<file path="config.mk">
export PLATFORM = sky130hd
export DESIGN_NAME = bcd_inc_arbiter_flat
export DESIGN_NICKNAME = d
export VERILOG_FILES = /design/src/rtl/bcd_inc_arbiter_if.sv /design/src/rtl/bcd_inc_arbiter.sv /design/src/flat_wrapper.sv
export SDC_FILE = /design/constraint.sdc
export NUM_CORES = 1
export LEC_CHECK = 0
export ABC_AREA = 0
export CORE_UTILIZATION = 48
export CTS_BUF_LIST = sky130_fd_sc_hd__clkbuf_4 sky130_fd_sc_hd__clkbuf_8
export CTS_CLUSTER_SIZE = 20
export DETAILED_ROUTE_END_ITERATION = 7
export PLACE_DENSITY_LB_ADDON = 0.12
export SLEW_MARGIN = 20
export SYNTH_ARGS = -nofsm -noshare
export SYNTH_HDL_FRONTEND = slang
export SYNTH_SLANG_ARGS = --single-unit
export TNS_END_PERCENT = 5
</file>
<file path="constraint.sdc">
create_clock -name clk -period 1.9 [get_ports clk]
set_input_delay 0.38 -clock clk [delete_from_list [all_inputs] [get_ports clk]]
set_output_delay 0.38 -clock clk [all_outputs]
set_load 0.03 [all_outputs]
</file>
<file path="src/rtl/bcd_inc_arbiter_if.sv">
// Request/load/tally bundle for bcd_inc_arbiter.
// The master drives requests and loads; the slave (the arbiter) returns the tally and the status pulses.
interface bcd_inc_arbiter_if;
  logic        req_a;
  logic        req_b;
  logic        load;
  logic [11:0] load_val;
  logic        clr_ovf;
  logic [11:0] count;
  logic        gnt_a;
  logic        gnt_b;
  logic        ovf;
  logic        err;

  modport master (
    output req_a, req_b, load, load_val, clr_ovf,
    input  count, gnt_a, gnt_b, ovf, err
  );

  modport slave (
    input  req_a, req_b, load, load_val, clr_ovf,
    output count, gnt_a, gnt_b, ovf, err
  );
endinterface

</file>
<file path="src/rtl/bcd_inc_arbiter.sv">
// Three-digit BCD tally with one shared incrementer.
// Two requesters share the incrementer under round-robin arbitration; a synchronous load has priority over both.
module bcd_inc_arbiter #(
  parameter bit SATURATE = 1'b0
) (
  input logic               clk,
  input logic               rst_n,
  bcd_inc_arbiter_if.slave  bus
);

  typedef enum logic {LAST_A, LAST_B} last_t;

  last_t       last_q, last_d;
  logic [11:0] count_q, count_d;
  logic        gnt_a_q, gnt_a_d;
  logic        gnt_b_q, gnt_b_d;
  logic        ovf_q, ovf_d;
  logic        err_q, err_d;

  logic [3:0]  d0, d1, d2;
  logic [3:0]  n0, n1, n2;
  logic        c0, c1, inc_ovf;
  logic [11:0] inc_val;
  logic        load_ok;

  // Shared BCD incrementer
  always_comb begin
    d0      = count_q[3:0];
    d1      = count_q[7:4];
    d2      = count_q[11:8];
    c0      = (d0 == 4'd9);
    c1      = c0 && (d1 == 4'd9);
    inc_ovf = c1 && (d2 == 4'd9);
    n0      = c0 ? 4'd0 : d0 + 4'd1;
    n1      = c0 ? ((d1 == 4'd9) ? 4'd0 : d1 + 4'd1) : d1;
    n2      = c1 ? ((d2 == 4'd9) ? 4'd0 : d2 + 4'd1) : d2;
    if (inc_ovf && SATURATE)
      inc_val = 12'h999;
    else
      inc_val = {n2, n1, n0};
  end

  // State register
  always_ff @(posedge clk or negedge rst_n) begin
    if (!rst_n) begin
      last_q  <= LAST_B;
      count_q <= '0;
      gnt_a_q <= 1'b0;
      gnt_b_q <= 1'b0;
      ovf_q   <= 1'b0;
      err_q   <= 1'b0;
    end else begin
      last_q  <= last_d;
      count_q <= count_d;
      gnt_a_q <= gnt_a_d;
      gnt_b_q <= gnt_b_d;
      ovf_q   <= ovf_d;
      err_q   <= err_d;
    end
  end

  // Next-state: load beats increment beats hold
  always_comb begin
    load_ok = (bus.load_val[3:0] <= 4'd9) && (bus.load_val[7:4] <= 4'd9) &&
              (bus.load_val[11:8] <= 4'd9);
    gnt_a_d = 1'b0;
    gnt_b_d = 1'b0;
    err_d   = 1'b0;
    count_d = count_q;
    last_d  = last_q;
    ovf_d   = ovf_q && !bus.clr_ovf;

    if (bus.load) begin
      err_d = !load_ok;
      if (load_ok)
        count_d = bus.load_val;
    end else begin
      if (bus.req_a && bus.req_b) begin
        gnt_a_d = (last_q == LAST_B);
        gnt_b_d = (last_q == LAST_A);
      end else begin
        gnt_a_d = bus.req_a;
        gnt_b_d = bus.req_b;
      end
      if (gnt_a_d || gnt_b_d) begin
        count_d = inc_val;
        last_d  = gnt_a_d ? LAST_A : LAST_B;
        if (inc_ovf)
          ovf_d = 1'b1;
      end
    end
  end

  // Outputs
  always_comb begin
    bus.count = count_q;
    bus.gnt_a = gnt_a_q;
    bus.gnt_b = gnt_b_q;
    bus.ovf   = ovf_q;
    bus.err   = err_q;
  end

endmodule

</file>
<file path="src/flat_wrapper.sv">
// flat-port wrapper written by rule: the top's interface ports become plain ports
module bcd_inc_arbiter_flat 
#(
  parameter bit SATURATE = 1'b0
)
  (clk, rst_n, bus_req_a, bus_req_b, bus_load, bus_load_val, bus_clr_ovf, bus_count, bus_gnt_a, bus_gnt_b, bus_ovf, bus_err);
  bcd_inc_arbiter_if bus_i ();
  input logic clk;
  input logic rst_n;
  input wire logic [$bits(bus_i.req_a)-1:0] bus_req_a;
  input wire logic [$bits(bus_i.req_b)-1:0] bus_req_b;
  input wire logic [$bits(bus_i.load)-1:0] bus_load;
  input wire logic [$bits(bus_i.load_val)-1:0] bus_load_val;
  input wire logic [$bits(bus_i.clr_ovf)-1:0] bus_clr_ovf;
  output wire logic [$bits(bus_i.count)-1:0] bus_count;
  output wire logic [$bits(bus_i.gnt_a)-1:0] bus_gnt_a;
  output wire logic [$bits(bus_i.gnt_b)-1:0] bus_gnt_b;
  output wire logic [$bits(bus_i.ovf)-1:0] bus_ovf;
  output wire logic [$bits(bus_i.err)-1:0] bus_err;
  assign bus_i.req_a = bus_req_a;
  assign bus_i.req_b = bus_req_b;
  assign bus_i.load = bus_load;
  assign bus_i.load_val = bus_load_val;
  assign bus_i.clr_ovf = bus_clr_ovf;
  assign bus_count = bus_i.count;
  assign bus_gnt_a = bus_i.gnt_a;
  assign bus_gnt_b = bus_i.gnt_b;
  assign bus_ovf = bus_i.ovf;
  assign bus_err = bus_i.err;
  bcd_inc_arbiter #(.SATURATE(SATURATE)) u_core (.clk(clk), .rst_n(rst_n), .bus(bus_i));
endmodule
</file>
==> results of run 1 <==
cell families (layout without fill, tap and decap cells):
family                 count (synthesis)  count (layout)  share of synthesized area [%]
muxes                                  5               5                           5.31
buffers and inverters                 10              62                           4.39
AOI/OAI and AO/OA                     44              44                           29.1
DFF                                   17              17                           39.4
and+or+nand+nor                       40              40                           21.8
cell type report:
class                   count  area [um2]
multi-input cells          89         609
repair buffers             52         487
fillers                   151         435
flip-flops and latches     17         427
well taps                  27        33.8
clock buffers               3        22.5
inverters                   6        22.5
clock inverters             1        5.00
cell usage after synthesis (2+ instances only):
| cell type | number | share of area (%) |
|---|---|---|
| a221o_1 | 2 | 1.8 |
| a21oi_1 | 8 | 3.7 |
| nor2_1 | 11 | 3.8 |
| a211oi_1 | 2 | 1.4 |
| buf_2 | 2 | 0.92 |
| o21bai_1 | 2 | 1.4 |
| nand2_1 | 6 | 2.1 |
| a31oi_1 | 2 | 1.2 |
| nand2b_1 | 5 | 2.9 |
| inv_1 | 6 | 2.1 |
| or2_2 | 2 | 1.2 |
| nor2b_1 | 3 | 1.7 |
| mux2i_1 | 2 | 1.8 |
| o21ai_0 | 6 | 2.8 |
| dfrtp_1 | 16 | 37 |
| a21o_1 | 2 | 1.4 |
| o22ai_1 | 3 | 1.7 |
| o21ai_2 | 4 | 3.2 |
| nand4_1 | 2 | 1.2 |
| nand3_1 | 3 | 1.4 |
routing by layer:
metal  GRT usage (%)  wire length [um]  vias up
li1                -                 -      541
met1            32.8              1250      536
met2            45.2              1430       48
met3            3.70               159       10
met4            9.52                74        0
met5               0                 0        -
through the flow:
| step | std cells | setup TNS (ns) | power [mW] | area, um2 | setup slack, ns |
|---|---|---|---|---|---|
| after global routing | 195 | 0 | 1.95 | 1610 | 0.000549 |
| final | 195 | 0 | 1.83 | 1610 | 0.0459 |
| after detailed placement | 191 | -0.628 | 1.65 | 1570 | -0.126 |
| after CTS | 195 | 0 | 1.84 | 1590 | 0.00491 |
| after global placement | 191 | -0.252 | 1.61 | 1570 | -0.0829 |
| after floorplan | 116 | 0 | 1.24 | 1080 | 0.163 |
registers in the layout (all words and copies together) (netlist names):
register / flops
u_core.bus.err: 1
u_core.bus.ovf: 1
u_core.last_q: 1
u_core.bus.count: 12
u_core.bus.gnt_a: 1
u_core.bus.gnt_b: 1
repair_timing:
item                                   CTS  global route
resized for setup                        1             6
pin swaps                                0             0
endpoints found under the hold margin    0             0
setup endpoints to repair                1             6
final timing paths:
| check | end | slack [ns] | cells after the start |
|---|---|---|---|
| max | bus_count[8] | 0.05 | 1 |
| min | u_core.bus.gnt_a | 0.41 | 1 |
| max reg2reg | u_core.bus.count[7] | 0.27 | 5 |
| min reg2reg | u_core.last_q | 0.53 | 1 |
| max in group asynchronous | u_core.bus.count[4] | 1.00 | 2 |
| min in group clk | u_core.last_q | 0.53 | 1 |
power breakdown:
| part | internal (mW) | total [mW] | leakage, nW | switching (mW) |
|---|---|---|---|---|
| clock | 0.0783 | 0.196 | 0.0177 | 0.118 |
| combinational | 0.466 | 0.962 | 0.506 | 0.496 |
| sequential | 0.473 | 0.672 | 0.203 | 0.199 |
==> qor.csv, run 1 <==
stage,metric,value,unit
critical_path,slowest_stage,clkdlybuf4s50_1,
pwr,cellLeakagePower,0.727,nW
global_routing,grt_max_degree,12,
timing,slew_viol_final,0,
critical_path,crit_family,buffers and inverters,
yosys,synth_flop_cell,dfrtp_1,
yosys,synth_fp_nets,134,
yosys,synth_seq_cells,17,
timing,skew,0.00553,ns
critical_path,cp_max_fo,7,
timing,tightest_slew,0.490,ns
clock_network,clk_latency,0.29,ns
place,dpl.hpwl,2.27,mm
timing,fin_crit,1.85,ns
drt,via_count,1135,
floorplanning,die_h,49.5,um
timing,fin_hold_ws,0.406,ns
clock_network,postCtsSetupRepairBufs,0,
global_routing,grt_pass1_wl,4.95,mm
floorplanning,rows,16,
clock_network,cts_tree,built,
critical_path,cpPeakStageDelay,0.71,ns
clock_network,clkTransAtPathRegs,0.10,ns
drt,drt_iter0_drc,30,
floorplanning,fp.coreArea,2040,um2
run_status,status,"finished, final reports clean",
timing,finalSetupViolations,0,
pwr,ir_drop,0.866,mV
global_routing,grt_use_total,26.1,%
place,portBuffers,33,
yosys,synth_cell_types,47,
layout,layout.nets,187,
yosys,syn_inst,116,
floorplanning,ios,34,
pwr,power.density,1140,nW/um2
timing,relSlewSlack,67.2,%
drt,post_drt_wl_per_cell,15.0,um
drt,drt_wl_total,2.92,mm
clock_network,cts_root_buffer,clkbuf_4,
yosys,synth.avg_cell_area,9.34,um2
clock_network,clock-sinks,17,
worst_hold_path,hold_class,primary input to async pin,
layout,diodes,0,
timing,period_share,97.6,%
drt,vias_per_cell,5.82,
floorplanning,dieWidth,49.5,um
place,place_congestion,0.822,
yosys,synth_edf_count,0,
timing,rsz0062_at_grt,no,
clock_network,cts-buffers-inserted,3,
drt,first_pass_iters,4,
drt,drc,0,
global_routing,overflow,0,
yosys,yosysWarningCount,0,
layout,layout_common_cells,"clkdlybuf4s50_1, buf_4, dfrtp_1",
timing,max_freq,539,MHz
critical_path,path_cells,clkdlybuf4s50_1,
critical_path,critPathBufInv,1,
layout,layout-drive-gt1-share,22.0,%
layout,final_util,78.7,%
critical_path,path_class,register to output pin,
critical_path,critical_path.startpoint,u_core.bus.count[8],
clock_network,htree_levels,1,
yosys,synthArstFlopShare,100,%
global_routing,grt_antenna_before_repair,0,
critical_path,end_kind,output pin,
critical_path,rr_startpoint,u_core.bus.count[1],
yosys,synth_seq_area_share,39.4,%
critical_path,cp.arrival,1.47,ns
floorplanning,start_util,53.1,%
job,cap_violations,0,
yosys,netlist_area,1080,um2
layout,area_delta_synth_final,48.3,%
critical_path,startpoint_type,register,
timing,hold_violations,0,
clock_network,hold_buffers,0,
floorplanning,fp.dieArea,2450,um2
global_routing,grt_pass1_vias,1149,
drt,ant_nets,0,
critical_path,cp.required,1.52,ns
layout,layout_commonest_cell,clkdlybuf4s50_1,
clock_network,clock_path_buffers,2,
(Power assumes the default switching activity.)
==> inputs of run 2 (changes only) <==
Settings changed: ABC_AREA 0 to not set.
==> results of run 2 <==
No change in the layout: final DEF, timing and power equal those of run 1.
